==> config.mk <==
export PLATFORM = sky130hd
export DESIGN_NAME = mem_access_flat
export DESIGN_NICKNAME = d
export VERILOG_FILES = /design/src/rtl/mem_access_pkg.sv /design/src/rtl/mem_access_if.sv /design/src/rtl/mem_access_load_align.sv /design/src/rtl/mem_access.sv /design/src/flat_wrapper.sv
export SDC_FILE = /design/constraint.sdc
export NUM_CORES = 1
export LEC_CHECK = 0
export BUFFER_PORTS_ARGS = -buffer_cell sky130_fd_sc_hd__buf_2
export CELL_PAD_IN_SITES_DETAIL_PLACEMENT = 0
export CELL_PAD_IN_SITES_GLOBAL_PLACEMENT = 1
export CORE_MARGIN = 2
export CORE_UTILIZATION = 37
export CTS_CLUSTER_DIAMETER = 30
export CTS_CLUSTER_SIZE = 28
export DETAILED_ROUTE_END_ITERATION = 8
export PLACE_DENSITY = 0.95
export SYNTH_ARGS = -nofsm -noshare
export SYNTH_HDL_FRONTEND = slang
export SYNTH_SLANG_ARGS = --single-unit
export TNS_END_PERCENT = 20
==> constraint.sdc <==
create_clock -name clk -period 5.9 [get_ports clk]
set_input_delay 0.295 -clock clk [delete_from_list [all_inputs] [get_ports clk]]
set_output_delay 0.295 -clock clk [all_outputs]
set_load 0.03 [all_outputs]
==> src/rtl/mem_access_pkg.sv <==
// Shared types, masks and RV32I funct3 encodings for the memory-access stage.
package mem_access_pkg;

    typedef enum logic [1:0] {
        MEM_NONE  = 2'd0,
        MEM_LOAD  = 2'd1,
        MEM_STORE = 2'd2
    } mem_op_t;

    typedef enum logic [1:0] {
        IDLE,
        REQ,
        WAIT,
        RESP
    } mem_state_t;

    localparam logic [31:0] MASK_BYTE = 32'h0000_00FF;
    localparam logic [31:0] MASK_HALF = 32'h0000_FFFF;
    localparam logic [31:0] MASK_WORD = 32'hFFFF_FFFF;

    localparam logic [2:0] F3_LB  = 3'b000;
    localparam logic [2:0] F3_LH  = 3'b001;
    localparam logic [2:0] F3_LW  = 3'b010;
    localparam logic [2:0] F3_LBU = 3'b100;
    localparam logic [2:0] F3_LHU = 3'b101;
    localparam logic [2:0] F3_SB  = 3'b000;
    localparam logic [2:0] F3_SH  = 3'b001;
    localparam logic [2:0] F3_SW  = 3'b010;

    // Size lives in funct3[1:0] for both loads and stores.
    function automatic logic is_misaligned(input logic [2:0] f3, input logic [1:0] a);
        logic m;
        case (f3[1:0])
            2'b01:   m = a[0];
            2'b10:   m = (a != 2'b00);
            default: m = 1'b0;
        endcase
        return m;
    endfunction

    function automatic logic [3:0] store_strb(input logic [2:0] f3, input logic [1:0] a);
        logic [3:0] s;
        case (f3)
            F3_SB:   s = 4'b0001 << a;
            F3_SH:   s = 4'b0011 << a;
            F3_SW:   s = 4'b1111;
            default: s = 4'b1111;
        endcase
        return s;
    endfunction

    function automatic logic [31:0] store_wdata(input logic [2:0] f3, input logic [31:0] d);
        logic [31:0] w;
        case (f3)
            F3_SB:   w = {4{d[7:0]}};
            F3_SH:   w = {2{d[15:0]}};
            default: w = d;
        endcase
        return w;
    endfunction

endpackage

==> src/rtl/mem_access_if.sv <==
// req/gnt/rvalid data bus between the memory stage and the memory system.
interface mem_access_if;
    logic        bus_req;
    logic        bus_we;
    logic [31:0] bus_addr;
    logic [31:0] bus_wdata;
    logic [3:0]  bus_wstrb;
    logic        bus_gnt;
    logic        bus_rvalid;
    logic [31:0] bus_rdata;

    modport master (
        output bus_req, bus_we, bus_addr, bus_wdata, bus_wstrb,
        input  bus_gnt, bus_rvalid, bus_rdata
    );

    modport slave (
        input  bus_req, bus_we, bus_addr, bus_wdata, bus_wstrb,
        output bus_gnt, bus_rvalid, bus_rdata
    );
endinterface

==> src/rtl/mem_access_load_align.sv <==
// Combinational load aligner: selects byte/half by address and produces the write-back mask.
module load_align
    import mem_access_pkg::*;
(
    input  logic [31:0] rdata,
    input  logic [1:0]  addr_lo,
    input  logic [2:0]  funct3,
    output logic [31:0] read_data,
    output logic [31:0] wb_mask
);

    logic [31:0] shifted;

    assign shifted = rdata >> {addr_lo, 3'b000};

    // Unsigned loads keep stale upper bits; write_back clears them with the mask.
    always_comb begin
        read_data = shifted;
        wb_mask   = MASK_WORD;
        case (funct3)
            F3_LB:   read_data = {{24{shifted[7]}}, shifted[7:0]};
            F3_LH:   read_data = {{16{shifted[15]}}, shifted[15:0]};
            F3_LW:   read_data = rdata;
            F3_LBU:  wb_mask   = MASK_BYTE;
            F3_LHU:  wb_mask   = MASK_HALF;
            default: read_data = rdata;
        endcase
    end

endmodule

==> src/rtl/mem_access.sv <==
// Memory stage: drives the req/gnt/rvalid bus for loads/stores, aligns load data,
// flags misaligned accesses and bus timeouts.
module mem_access
    import mem_access_pkg::*;
#(
    parameter int unsigned TIMEOUT_CYCLES = 16
) (
    input  logic         clk,
    input  logic         rst,
    input  logic         in_valid,
    output logic         in_ready,
    input  mem_op_t      mem_op,
    input  logic [2:0]   funct3,
    input  logic [31:0]  addr,
    input  logic [31:0]  store_data,
    mem_access_if.master bus,
    output logic         out_valid,
    output logic [31:0]  read_data,
    output logic [31:0]  wb_mask,
    output logic         misaligned,
    output logic         bus_error
);

    localparam int unsigned   CW      = $clog2(TIMEOUT_CYCLES + 1);
    localparam logic [CW-1:0] CNT_MAX = CW'(TIMEOUT_CYCLES);

    mem_state_t    state, state_n;
    logic [CW-1:0] cnt;
    logic          we_q;
    logic [2:0]    f3_q;
    logic [1:0]    addr_lo_q;
    logic [31:0]   bus_addr_q;
    logic [31:0]   wdata_q;
    logic [3:0]    wstrb_q;

    logic          accept;
    logic          acc_mis;
    logic [31:0]   align_data;
    logic [31:0]   align_mask;
    logic [31:0]   rd_n;
    logic [31:0]   mask_n;
    logic          mis_n;
    logic          err_n;

    assign accept  = in_valid && (state == IDLE);
    assign acc_mis = is_misaligned(funct3, addr[1:0]);

    load_align u_load_align (
        .rdata     (bus.bus_rdata),
        .addr_lo   (addr_lo_q),
        .funct3    (f3_q),
        .read_data (align_data),
        .wb_mask   (align_mask)
    );

    always_comb begin
        state_n = state;
        rd_n    = '0;
        mask_n  = '0;
        mis_n   = 1'b0;
        err_n   = 1'b0;
        case (state)
            IDLE: begin
                if (accept) begin
                    if (mem_op == MEM_NONE) begin
                        state_n = RESP;
                    end else if (acc_mis) begin
                        state_n = RESP;
                        mis_n   = 1'b1;
                    end else begin
                        state_n = REQ;
                    end
                end
            end
            REQ: begin
                if (bus.bus_gnt) begin
                    state_n = we_q ? RESP : WAIT;
                end else if (cnt == CNT_MAX) begin
                    state_n = RESP;
                    err_n   = 1'b1;
                end
            end
            WAIT: begin
                if (bus.bus_rvalid) begin
                    state_n = RESP;
                    rd_n    = align_data;
                    mask_n  = align_mask;
                end else if (cnt == CNT_MAX) begin
                    state_n = RESP;
                    err_n   = 1'b1;
                end
            end
            RESP:    state_n = IDLE;
            default: state_n = IDLE;
        endcase
    end

    assign in_ready      = (state == IDLE);
    assign out_valid     = (state == RESP);
    assign bus.bus_req   = (state == REQ);
    assign bus.bus_we    = (state == REQ) && we_q;
    assign bus.bus_addr  = bus_addr_q;
    assign bus.bus_wdata = wdata_q;
    assign bus.bus_wstrb = wstrb_q;

    always_ff @(posedge clk) begin
        if (rst) begin
            state      <= IDLE;
            cnt        <= '0;
            we_q       <= 1'b0;
            f3_q       <= '0;
            addr_lo_q  <= '0;
            bus_addr_q <= '0;
            wdata_q    <= '0;
            wstrb_q    <= '0;
            read_data  <= '0;
            wb_mask    <= '0;
            misaligned <= 1'b0;
            bus_error  <= 1'b0;
        end else begin
            state <= state_n;
            // Any state change restarts the count, so REQ and WAIT each get a full budget.
            if (state_n != state) begin
                cnt <= '0;
            end else if (state == REQ || state == WAIT) begin
                cnt <= cnt + 1'b1;
            end
            if (accept) begin
                we_q      <= (mem_op == MEM_STORE);
                f3_q      <= funct3;
                addr_lo_q <= addr[1:0];
            end
            if (accept && state_n == REQ) begin
                bus_addr_q <= {addr[31:2], 2'b00};
                wdata_q    <= store_wdata(funct3, store_data);
                wstrb_q    <= (mem_op == MEM_STORE) ? store_strb(funct3, addr[1:0]) : 4'b0000;
            end
            if (state_n == RESP) begin
                read_data  <= rd_n;
                wb_mask    <= mask_n;
                misaligned <= mis_n;
                bus_error  <= err_n;
            end
        end
    end

endmodule

==> src/flat_wrapper.sv <==
// flat-port wrapper written by rule: the top's interface ports become plain ports
module mem_access_flat import mem_access_pkg::*;
#(
    parameter int unsigned TIMEOUT_CYCLES = 16
)
  (clk, rst, in_valid, in_ready, mem_op, funct3, addr, store_data, out_valid, read_data, wb_mask, misaligned, bus_error, bus_bus_req, bus_bus_we, bus_bus_addr, bus_bus_wdata, bus_bus_wstrb, bus_bus_gnt, bus_bus_rvalid, bus_bus_rdata);
  mem_access_if bus_i ();
  input  logic clk;
  input  logic rst;
  input  logic in_valid;
  output logic in_ready;
  input  mem_op_t mem_op;
  input  logic [2:0] funct3;
  input  logic [31:0] addr;
  input  logic [31:0] store_data;
  output logic out_valid;
  output logic [31:0] read_data;
  output logic [31:0] wb_mask;
  output logic misaligned;
  output logic bus_error;
  output wire logic [$bits(bus_i.bus_req)-1:0] bus_bus_req;
  output wire logic [$bits(bus_i.bus_we)-1:0] bus_bus_we;
  output wire logic [$bits(bus_i.bus_addr)-1:0] bus_bus_addr;
  output wire logic [$bits(bus_i.bus_wdata)-1:0] bus_bus_wdata;
  output wire logic [$bits(bus_i.bus_wstrb)-1:0] bus_bus_wstrb;
  input wire logic [$bits(bus_i.bus_gnt)-1:0] bus_bus_gnt;
  input wire logic [$bits(bus_i.bus_rvalid)-1:0] bus_bus_rvalid;
  input wire logic [$bits(bus_i.bus_rdata)-1:0] bus_bus_rdata;
  assign bus_bus_req = bus_i.bus_req;
  assign bus_bus_we = bus_i.bus_we;
  assign bus_bus_addr = bus_i.bus_addr;
  assign bus_bus_wdata = bus_i.bus_wdata;
  assign bus_bus_wstrb = bus_i.bus_wstrb;
  assign bus_i.bus_gnt = bus_bus_gnt;
  assign bus_i.bus_rvalid = bus_bus_rvalid;
  assign bus_i.bus_rdata = bus_bus_rdata;
  mem_access #(.TIMEOUT_CYCLES(TIMEOUT_CYCLES)) u_core (.clk(clk), .rst(rst), .in_valid(in_valid), .in_ready(in_ready), .mem_op(mem_op), .funct3(funct3), .addr(addr), .store_data(store_data), .bus(bus_i), .out_valid(out_valid), .read_data(read_data), .wb_mask(wb_mask), .misaligned(misaligned), .bus_error(bus_error));
endmodule
==> reports/summary.txt, run 1 <==
fin. max-slew vios -> 0
GRT Total Usage -> 21.4%
R2R Setup Slk -> 2.95 ns
synth warn -> 0
final antenna-violating net count -> 0
DP Worst Slack -> 2.55 ns
Pleak -> 3.25 nW
outcome -> finished clean
R2R cell count -> 8
worst vdd ir -> 0.293 mV
Power Density -> 479 nW/um^2
Avg WL per Cell -> 16.8 um
maximum clock rate -> 336 MHz
Post-Synth XOR/XNOR Area -> 0.728%
chip width -> 131 um
RR Startpoint -> u_core.state[0]
Initial Util -> 37.9%
area share of fa/ha/maj cells after synthesis -> 2.08%
setup ws final -> 2.92 ns
first-pass GRT wire length -> 30,000 um
fraction of registers with async set/reset -> 0%
synth unique cells -> 59
Core Area -> 15,900 sq um
setup_tns -> 0 ns
H-tree levels -> 4
Inserted Diodes -> 0
final period utilization -> 50.5%
largest family of logic cells by synthesized area -> compound AO/OA/AOI/OAI gates
Pre-antenna DRT Iters -> 4
WHS Path Cells -> 3
final hold vios -> 0
HP Class -> in -> reg
Multi-input gate area -> 3120 sq um
clk sinks -> 116
FP Rows -> 46
most used cell, CP -> buf_4
largest net degree at the start of global routing -> 79
WP data required -> 6.17 ns
met2 wire length -> 9340 um
Overflow after GRT -> 0
Setup CP Type -> in -> reg
post-CTS sizing -> 0
Post-synth EDFFs -> 0
Final #Nets -> 1,043
CTS Buf Count -> 17
critical path launch point type -> input pin
DP HPWL -> 13,600 um
# port buffers -> 241
routability cong. -> 0.891
synthesis-to-finish area growth -> 26.9%
met3 wire length -> 1710 um
Design Power -> 3.66 mW
Area contributors post-synth -> dfxtp_1 39%, nand3_1 7.8%, o21ai_0 7.1%, a21oi_1 5.7%, buf_4 4.1%
metal1 wirelength -> 8150 um
layout cells sized above 1 -> 33.0%
RSZ-0062 raised after global routing -> no
Iter 0 DRT Violations -> 504
I/O Pins -> 244
Vias per Instance -> 5.45
CP Data Arrival Time -> 3.25 ns
CTS tree -> yes
crit path time final -> 2.98 ns
top routing layer in use -> met4
vias in the first global route -> 5,558
initial antenna violation count -> 0
syn_area_per_cell -> 7.92 sq um
Design Area, Final -> 7630 sq um
Hold Crit Start -> addr[27]
Worst Hold End -> u_core.bus.bus_addr[27]
post-synthesis mux area share -> 3.56%
CTS Buffer Depth -> 2
Die ar. -> 17,300 sq um
sequential area share after synthesis -> 38.6%
total area of sequential cells -> 2320 sq um
Worst-Margin Slew -> 1.03 ns
Post-CTS Setup Inserts -> 0
crit path cell chain -> buf_2, buf_4, clkinv_1, buf_4, nand3_1, a21oi_1, o221ai_1, o21ai_0
Fillers -> 1,617
Synth Area in Compound Gates -> 24.8%
R2R Path End -> u_core.bus.bus_wdata[27]
Final Skew -> 0.00952 ns
clk slew on worst S/H paths -> 0.06 ns
cell taking the most area after synthesis -> dfxtp_1
Yosys top cell area share -> 38.6%
CP peak stage delay -> 0.79 ns
Worst Path Max Fanout -> 78
simple-gate share of the synthesized area -> 20.3%
slew margin rel. -> 31.2%
Synth Register Bits -> 116
Max Cap Viol -> 0
vias -> 6,304
Finish-stage setup viols -> 0
Die Ht -> 131 um
area post-placement -> 7040 sq um
cts hold-fix bufs -> 0
drt drc -> 0
Synth Instances -> 759
Synth Flop Type -> dfxtp_1
Setup crit end kind -> flop
root buf cell -> clkbuf_16
Cell Area, Synth -> 6010 sq um
clk_lat worst skew -> 0.41 ns
final WL -> 19,400 um
Slowest-stage cell, CP -> clkinv_1
==> layout make-up <==
class,count,area share [%]
tap,216,3.54
timing repair buffer,250,16.7
inverter,14,0.689
clock inverter,13,2.10
multi-input combinational,528,40.9
sequential,116,30.4
clock buffer,19,5.67
==> per-stage QoR <==
stage	utilization, %	cells	hold WS, ns
global route	48.0	1156	0.129
finish	48.0	1156	0.133
floorplan	-	760	0.431
detailed placement	44.3	1124	0.453
global placement	44.3	1124	0.442
CTS	48.0	1156	0.121
==> cells by family after synthesis <==
kind of cell / count (synthesis)
simple gates: 253
compound gates: 237
flops: 116
buf+inv: 116
mux: 21
fa+ha+maj: 10
xor+xnor: 5
other cells: 1
==> state kept, by name, indices dropped and copies added (netlist names) <==
signal / count
u_core.state: 2
u_core.addr_lo_q: 2
u_core.read_data: 32
u_core.misaligned: 1
u_core.we_q: 1
u_core.f3_q: 3
u_core.bus_error: 1
u_core.bus.bus_addr: 30
u_core.bus.bus_wstrb: 4
u_core.wb_mask: 3
u_core.bus.bus_wdata: 32
u_core.cnt: 5
==> worst max path at each step <==
stage / from / endpoint / slack [ns] / cells after the start
2_1_floorplan: u_core.state[0] / u_core.bus.bus_wstrb[0] / 3.59 / 9
3_3_place_gp: rst / u_core.read_data[12] / 2.59 / 8
3_5_place_dp: rst / u_core.read_data[13] / 2.55 / 8
4_1_cts: u_core.state[0] / u_core.bus.bus_wdata[27] / 2.95 / 8
5_1_grt: rst / u_core.read_data[8] / 2.66 / 8
6_report: rst / u_core.read_data[13] / 2.92 / 8
==> Yosys cell counts, types with 9 or more instances <==
| library cell | n |
|---|---|
| o21ai_0 | 85 |
| mux2i_1 | 18 |
| nor3_1 | 19 |
| nor2_1 | 46 |
| buf_4 | 33 |
| buf_2 | 12 |
| a21oi_1 | 68 |
| a211oi_1 | 9 |
| nand3_1 | 94 |
| clkbuf_1 | 43 |
| a31o_2 | 10 |
| inv_1 | 13 |
| o221ai_1 | 21 |
| dfxtp_1 | 116 |
| ha_1 | 10 |
| nand2_1 | 58 |
==> worst max-delay path, delay by kind of cell <==
kind	cells	cell delay, ns
compound gates	3	0.50
buf+inv	4	2.00
simple gates	1	0.43
==> where the power goes <==
group          internal (mW)  leakage, nW  switching, mW
combinational          0.420         2.02           1.14
sequential             0.945        0.942          0.115
clock                  0.662        0.287          0.375
total                   2.03         3.25           1.63
==> cells in the final DEF, fill, tap and decap left out, types with 5 or more instances in the layout <==
master       n
clkbuf_16   17
buf_4        9
a21oi_1     68
nor3_1      19
mux2i_1     18
o221ai_1    21
nor2_1      45
buf_2      241
dfxtp_1    116
a311oi_1     8
nor4_1       6
ha_1        10
o21ai_1      8
nand2_1     58
nand3_1     94
a221oi_1     8
inv_1       12
nor2b_1      5
o21ai_0     85
a211oi_1     9
a31o_2      10
==> routing by layer <==
| layer | vias up | track usage, % |
|---|---|---|
| met5 | - | 0 |
| met4 | 0 | 5.86 |
| met3 | 15 | 6.06 |
| met2 | 295 | 35.7 |
| met1 | 2940 | 27.1 |
| li1 | 3054 | - |
No activity file was read; power rests on OpenSTA's default activity.
==> inputs of run 2 (changes only) <==
--- a/config.mk
+++ b/config.mk
@@ -5,15 +5,16 @@
 export SDC_FILE = /design/constraint.sdc
 export NUM_CORES = 1
 export LEC_CHECK = 0
+export ABC_AREA = 1
 export BUFFER_PORTS_ARGS = -buffer_cell sky130_fd_sc_hd__buf_2
 export CELL_PAD_IN_SITES_DETAIL_PLACEMENT = 0
 export CELL_PAD_IN_SITES_GLOBAL_PLACEMENT = 1
 export CORE_MARGIN = 2
-export CORE_UTILIZATION = 37
+export CORE_UTILIZATION = 31
 export CTS_CLUSTER_DIAMETER = 30
 export CTS_CLUSTER_SIZE = 28
 export DETAILED_ROUTE_END_ITERATION = 8
-export PLACE_DENSITY = 0.95
+export PLACE_DENSITY = 0.86
 export SYNTH_ARGS = -nofsm -noshare
 export SYNTH_HDL_FRONTEND = slang
 export SYNTH_SLANG_ARGS = --single-unit
==> constraint.sdc (replaced) <==
create_clock -name clk -period 2.6 [get_ports clk]
set_input_delay 0.13 -clock clk [delete_from_list [all_inputs] [get_ports clk]]
set_output_delay 0.13 -clock clk [all_outputs]
set_load 0.03 [all_outputs]
==> run 2 against run 1 <==
  * Largest cell class unchanged
  * Synthesized cell count up 22%
  * Combinational power rose to 3.1 times the previous value
  * Via count up 6.3%
==> reports/summary.txt, run 2 <==
Core Area -> 20,200 sq um (was 15,900 sq um)
Vias per Instance -> 4.68 (was 5.45)
DP Worst Slack -> 0.390 ns (was 2.55 ns)
Crit path depth -> 9 (was 8)
synthesis-to-finish area growth -> 31.7% (was 26.9%)
Avg WL per Cell -> 14.6 um (was 16.8 um)
CTS Buffer Depth -> 2 (unchanged)
commonest non-fill, non-tap cell in the layout -> buf_2 (unchanged)
cell taking the most area after synthesis -> dfxtp_1 (unchanged)
setup ws final -> 0.358 ns (was 2.92 ns)
Fillers -> 2,130 (was 1,617)
DP HPWL -> 14,600 um (was 13,600 um)
Multi-input gate area -> 3300 sq um (was 3120 sq um)
Design Area, Final -> 8440 sq um (was 7630 sq um)
CTS tree -> yes (unchanged)
Power Density -> 1130 nW/um^2 (was 479 nW/um^2)
drt drc -> 0 (unchanged)
fraction of registers with async set/reset -> 0% (unchanged)
syn_area_per_cell -> 6.94 sq um (was 7.92 sq um)
Finish-stage setup viols -> 0 (unchanged)
Die ar. -> 21,800 sq um (was 17,300 sq um)
Cell Area, Synth -> 6410 sq um (was 6010 sq um)
Gate power share -> 49.8% (was 42.7%)
clk slew on worst S/H paths -> 0.06 ns (about the same)
synth unique cells -> 32 (was 59)
maximum clock rate -> 446 MHz
Die Ht -> 148 um (was 131 um)
WP data required -> 2.96 ns (was 6.17 ns)
dominant cell by count in the synthesized netlist -> nand2_1 (was dfxtp_1)
final antenna-violating net count -> 0 (unchanged)
FP Rows -> 52 (was 46)
sequential area share after synthesis -> 36.2% (was 38.6%)
Post-CTS Setup Inserts -> 0 (unchanged)
Inserted Diodes -> 0 (unchanged)
clk_lat worst skew -> 0.42 ns (was 0.41 ns)
fin. max-slew vios -> 0 (unchanged)
initial antenna violation count -> 0 (unchanged)
Area contributors post-synth -> dfxtp_1 36%, nand2_1 13%, nor2_1 8.0%, o21ai_0 6.6%, nand3_2 4.7% (was dfxtp_1 39%, nand3_1 7.8%, o21ai_0 7.1%, a21oi_1 5.7%, buf_4 4.1%)
Yosys top cell area share -> 36.2% (was 38.6%)
post-CTS sizing -> 0 (unchanged)
first-pass GRT wire length -> 32,700 um (was 30,000 um)
clk sinks -> 116 (unchanged)
vias -> 6,698 (was 6,304)
R2R cell count -> 9 (was 8)
synth warn -> 0 (unchanged)
WHS Path Cells -> 3 (unchanged)
Slowest-stage cell, CP -> dfxtp_1 (was clkinv_1)
Worst-Margin Slew -> 0.682 ns (was 1.03 ns)
crit path time final -> 2.24 ns
worst vdd ir -> 0.465 mV (was 0.293 mV)
Non-Filler Instances -> 1,431 (was 1,156)
chip width -> 148 um (was 131 um)
Initial Util -> 31.7% (was 37.9%)
Top delay family on crit path -> buffers and inverters (unchanged)
Pre-antenna DRT Iters -> 5 (was 4)
critical path launch point type -> flop (was input pin)
most used cell, CP -> buf_4 (unchanged)
largest net degree at the start of global routing -> 45 (was 79)
HP Class -> in -> reg (unchanged)
cell-internal power -> 4.96 mW (was 2.03 mW)
reported net switching power -> 4.61 mW (was 1.63 mW)
setup_tns -> 0 ns (unchanged)
CTS Buf Count -> 17 (unchanged)
Post-synth EDFFs -> 0 (unchanged)
final WL -> 20,800 um (was 19,400 um)
outcome -> finished clean (unchanged)
Design Power -> 9.57 mW (was 3.66 mW)
area post-placement -> 7520 sq um (was 7040 sq um)
sequential power share -> 26.4% (was 29.0%)
Final #Nets -> 1,264 (was 1,043)
Sw Share -> 48.2% (was 44.6%)
crit path cell chain -> inv_1, ha_1, nand2_1, buf_4, clkinv_1, nand3_2, buf_4, o21ai_0, nor2_1 (was buf_2, buf_4, clkinv_1, buf_4, nand3_1, a21oi_1, o221ai_1, o21ai_0)
Synth Flop Type -> dfxtp_1 (unchanged)
RSZ-0062 raised after global routing -> no (unchanged)
Layout Utilization -> 41.7% (was 48.0%)
hold_ws -> 0.0193 ns (was 0.133 ns)
Iter 0 DRT Violations -> 384 (was 504)
Synth Instances -> 924 (was 759)
GRT Total Usage -> 18.8% (was 21.4%)
commonest non-fill, non-tap cells in the layout -> 241 x buf_2, 229 x nand2_1, 137 x nor2_1 (was 241 x buf_2, 116 x dfxtp_1, 94 x nand3_1)
layout cells sized above 1 -> 31.5% (was 33.0%)
Post-synth top cells -> 229 x nand2_1, 137 x nor2_1, 116 x dfxtp_1 (was 116 x dfxtp_1, 94 x nand3_1, 85 x o21ai_0)
final hold vios -> 0 (unchanged)
I/O Pins -> 244 (unchanged)
Max Cap Viol -> 0 (unchanged)
Worst Path Max Fanout -> 44 (was 78)
Final Skew -> 0.00986 ns (was 0.00952 ns)
CP Data Arrival Time -> 2.61 ns (was 3.25 ns)
CP peak stage delay -> 0.40 ns (was 0.79 ns)
Clk network pwr share -> 23.8% (was 28.4%)
vias in the first global route -> 6,115 (was 5,558)
Setup crit end kind -> flop (unchanged)
final period utilization -> 86.2%
WP buf/inv -> 4 (unchanged)
# port buffers -> 241 (unchanged)
Overflow after GRT -> 0 (unchanged)
Synth Register Bits -> 116 (unchanged)
Pleak -> 4.04 nW (was 3.25 nW)
root buf cell -> clkbuf_16 (unchanged)
slew margin rel. -> 54.5% (was 31.2%)
Setup CP Type -> reg -> reg (was in -> reg)
routability cong. -> 0.827 (was 0.891)
total area of sequential cells -> 2320 sq um (unchanged)
placed instance count -> 1,364 (was 1,124)
H-tree levels -> 4 (unchanged)
run 2: layer usage:
metal / routed length, um / GRT usage, %
met1: 9410 / 25.6
met2: 9390 / 28.7
met3: 1380 / 4.81
met4: 660 / 7.24
met5: 0 / 0
run 2: worst paths after layout:
path	from	to	slack (ns)
max	u_core.state[0]	u_core.bus.bus_addr[29]	0.36
min	store_data[6]	u_core.bus.bus_wdata[6]	0.02
max reg2reg	u_core.state[0]	u_core.bus.bus_addr[29]	0.36
min reg2reg	u_core.read_data[2]	u_core.read_data[2]	0.46
run 2: what timing repair did:
item	in CTS	in global routing
hold buffers	35	0
endpoints found under the setup margin	0	0
hold endpoints to repair	35	0
run 2: final cells by class:
cell class | count | area share, %
Inverter | 54 | 2.43
Timing Repair Buffer | 293 | 20.2
Sequential cell | 116 | 27.5
Tap cell | 270 | 4.00
Clock buffer | 17 | 5.04
Multi-Input combinational cell | 666 | 39.1
Clock inverter | 15 | 1.72
run 2: logic make-up after synthesis:
logic type               count (synthesis)  synth area share (%)
AND/OR/NAND/NOR                        482                  33.8
AO/OA/AOI/OAI                          168                  15.0
buffers and inverters                  143                  12.4
flip-flops                             116                  36.2
adder cells (fa/ha/maj)                 10                  1.95
XOR/XNOR                                 4                 0.547
other                                    1                0.0585
run 2: worst reg2reg max path, cell delays in order, from the launching register on:
cell,delay (ns)
dfxtp_1,0.40
inv_1,0.16
ha_1,0.24
nand2_1,0.08
buf_4,0.17
clkinv_1,0.26
nand3_2,0.21
buf_4,0.41
o21ai_0,0.17
nor2_1,0.11
run 2: power by group through the flow:
stage / Combinational, mW / Clock (mW) / Sequential (mW)
floorplan: 3.00 / 0 / 3.33
global placement: 4.72 / 0 / 2.55
detailed placement: 4.74 / 0 / 2.56
CTS: 4.80 / 2.33 / 2.52
global route: 5.22 / 2.41 / 2.59
finish: 4.76 / 2.28 / 2.52
==> inputs of run 3 (changes only) <==
--- a/config.mk
+++ b/config.mk
@@ -6,11 +6,12 @@
 export NUM_CORES = 1
 export LEC_CHECK = 0
 export ABC_AREA = 1
-export BUFFER_PORTS_ARGS = -buffer_cell sky130_fd_sc_hd__buf_2
+export BUFFER_PORTS_ARGS = -buffer_cell sky130_fd_sc_hd__buf_4
 export CELL_PAD_IN_SITES_DETAIL_PLACEMENT = 0
 export CELL_PAD_IN_SITES_GLOBAL_PLACEMENT = 1
 export CORE_MARGIN = 2
 export CORE_UTILIZATION = 31
+export CTS_BUF_LIST = sky130_fd_sc_hd__clkbuf_16
 export CTS_CLUSTER_DIAMETER = 30
 export CTS_CLUSTER_SIZE = 28
 export DETAILED_ROUTE_END_ITERATION = 8
==> run 3 against run 2 <==
  * Critical path depth is 4 higher
  * Die area stayed put
  * Flip-flop and latch count stayed put
==> reports/summary.txt, run 3 (synthesis results as in run 2) <==
Worst-Margin Slew -> 0.697 ns (was 0.682 ns)
CTS Buf Count -> 17 (unchanged)
RSZ-0062 raised after global routing -> no (unchanged)
most used cell, CP -> nand2_1 (was buf_4)
Critical Path Source -> u_core.state[0] (unchanged)
CP endpoint -> u_core.bus.bus_wdata[21] (was u_core.bus.bus_addr[29])
root buf cell -> clkbuf_16 (unchanged)
commonest non-fill, non-tap cells in the layout -> 255 x buf_4, 229 x nand2_1, 137 x nor2_1 (was 241 x buf_2, 229 x nand2_1, 137 x nor2_1)
synthesis-to-finish area growth -> 42.0% (was 31.7%)
slew margin rel. -> 53.5% (was 54.5%)
clk slew on worst S/H paths -> 0.06 ns (about the same)
largest net degree at the start of global routing -> 66 (was 45)
Core Area -> 20,200 sq um (unchanged)
Final Skew -> 0.00959 ns (was 0.00986 ns)
final antenna-violating net count -> 0 (unchanged)
vias in the first global route -> 6,240 (was 6,115)
R2R Path End -> u_core.bus.bus_wdata[21] (was u_core.bus.bus_addr[29])
routability cong. -> 0.845 (was 0.827)
HP Class -> in -> reg (unchanged)
final period utilization -> 89.3% (was 86.2%)
crit path cell chain -> inv_1, ha_1, nand2_1, a21oi_1, nand2_1, nand2_1, nand2_2, nand2_4, nand3_2, clkinv_2, buf_4, nor2_1, nor2_1 (was inv_1, ha_1, nand2_1, buf_4, clkinv_1, nand3_2, buf_4, o21ai_0, nor2_1)
R2R Setup Slk -> 0.28 ns (was 0.36 ns)
crit path time final -> 2.32 ns (was 2.24 ns)
Overflow after GRT -> 0 (unchanged)
GRT Total Usage -> 18.8% (about the same)
FP Rows -> 52 (unchanged)
fin. max-slew vios -> 0 (unchanged)
first-pass GRT wire length -> 32,900 um (was 32,700 um)
DP HPWL -> 14,900 um (was 14,600 um)
outcome -> finished clean (unchanged)
Inserted Diodes -> 0 (unchanged)
final WL -> 21,200 um (was 20,800 um)
Slowest-stage cell, CP -> dfxtp_1 (unchanged)
worst vdd ir -> 0.646 mV (was 0.465 mV)
Worst Path Max Fanout -> 21 (was 44)
clk sinks -> 116 (unchanged)
setup_tns -> 0 ns (unchanged)
Avg WL per Cell -> 14.8 um (was 14.6 um)
H-tree levels -> 4 (unchanged)
Iter 0 DRT Violations -> 515 (was 384)
Post-CTS Setup Inserts -> 0 (unchanged)
Final #Nets -> 1,266 (was 1,264)
initial antenna violation count -> 0 (unchanged)
Die Ht -> 148 um (unchanged)
CTS tree -> yes (unchanged)
Design Power -> 10.0 mW (was 9.57 mW)
Initial Util -> 31.7% (unchanged)
Setup CP Type -> reg -> reg (unchanged)
critical path launch point type -> flop (unchanged)
commonest non-fill, non-tap cell in the layout -> buf_4 (was buf_2)
clk_lat worst skew -> 0.41 ns (was 0.42 ns)
CP Data Arrival Time -> 2.62 ns (was 2.61 ns)
layout cells sized above 1 -> 31.5% (about the same)
RR Startpoint -> u_core.state[0] (unchanged)
# port buffers -> 241 (unchanged)
Max Cap Viol -> 0 (unchanged)
chip width -> 148 um (unchanged)
final hold vios -> 0 (unchanged)
Layout Utilization -> 45.0% (was 41.7%)
Pleak -> 4.14 nW (was 4.04 nW)
Die ar. -> 21,800 sq um (unchanged)
Power Density -> 1100 nW/um^2 (was 1130 nW/um^2)
Pre-antenna DRT Iters -> 5 (unchanged)
CTS Buffer Depth -> 2 (unchanged)
vias -> 6,710 (was 6,698)
drt drc -> 0 (unchanged)
Setup crit end kind -> flop (unchanged)
Finish-stage setup viols -> 0 (unchanged)
R2R cell count -> 13 (was 9)
maximum clock rate -> 431 MHz (was 446 MHz)
CP peak stage delay -> 0.39 ns (was 0.40 ns)
Fillers -> 2,090 (was 2,130)
I/O Pins -> 244 (unchanged)
WP data required -> 2.90 ns (was 2.96 ns)
Vias per Instance -> 4.68 (about the same)
## run 3: changes by cell type in the layout (fill, tap and decap cells not counted), sizes merged
cell,previous run,this run
buf,258,259
bufinv,1,2
clkinv,7,5
clkinvlp,1,4
dlygate4sd3,35,36
inv,60,58
## run 3: final cells by class
type / count / area (sq um) / area share (%)
Sequential cell: 116 / 2320 / 25.5
Clock buffer: 17 / 425 / 4.67
Multi-Input combinational cell: 666 / 3300 / 36.2
Timing Repair Buffer: 295 / 2350 / 25.8
Inverter: 54 / 206 / 2.27
Tap cell: 270 / 338 / 3.71
Clock inverter: 15 / 169 / 1.85
## run 3: repair_timing
item	4_1_cts	5_1_grt
hold buffers	36	0
gates resized for setup	0	2
endpoints found under the hold margin	36	0
endpoints found under the setup margin	0	15
## run 3: layer usage
| layer | track usage, % | up-vias | wire length [um] |
|---|---|---|---|
| met5 | 0 | - | 0 |
| met4 | 5.48 | 0 | 373 |
| met3 | 4.26 | 24 | 1290 |
| met2 | 30.7 | 235 | 9850 |
| met1 | 24.9 | 3027 | 9680 |
| li1 | - | 3424 | - |
## run 3: worst min path at each step
stage                     cells after the start                 endpoint  slack, ns     startpoint
after CTS                                     3           u_core.f3_q[0]       0.02      funct3[0]
after detailed placement                      3   u_core.bus.bus_addr[5]       0.37        addr[5]
after global placement                        3   u_core.bus.bus_addr[5]       0.37        addr[5]
after global routing                          3  u_core.bus.bus_wdata[1]       0.03  store_data[1]
final                                         3           u_core.f3_q[0]       0.04      funct3[0]
after floorplan                               2  u_core.bus.bus_wdata[7]       0.28  store_data[7]
## run 3: power by group
part	internal (mW)	total (mW)	leakage (nW)	switching, mW
clock	1.44	2.37	0.279	0.934
sequential	2.25	2.56	0.944	0.311
combinational	1.69	5.11	2.92	3.42
total	5.38	10.0	4.14	4.66
## run 3: critical path, delay by kind of cell, from the launching register on
kind | cells | cell delay (ns)
flops | 1 | 0.39
fa+ha+maj | 1 | 0.25
buf+inv | 3 | 0.77
compound gates | 1 | 0.08
simple gates | 8 | 0.72
## run 3: through the flow
step | area [sq um] | worst slack (ns) | hold WS, ns | instances
CTS | 9100 | 0.244 | 0.0161 | 1433
global placement | 8150 | 0.364 | 0.366 | 1365
floorplan | 6410 | 0.446 | 0.275 | 925
global route | 9110 | 0.0141 | 0.0308 | 1433
finish | 9110 | 0.278 | 0.0401 | 1433
detailed placement | 8150 | 0.263 | 0.373 | 1365
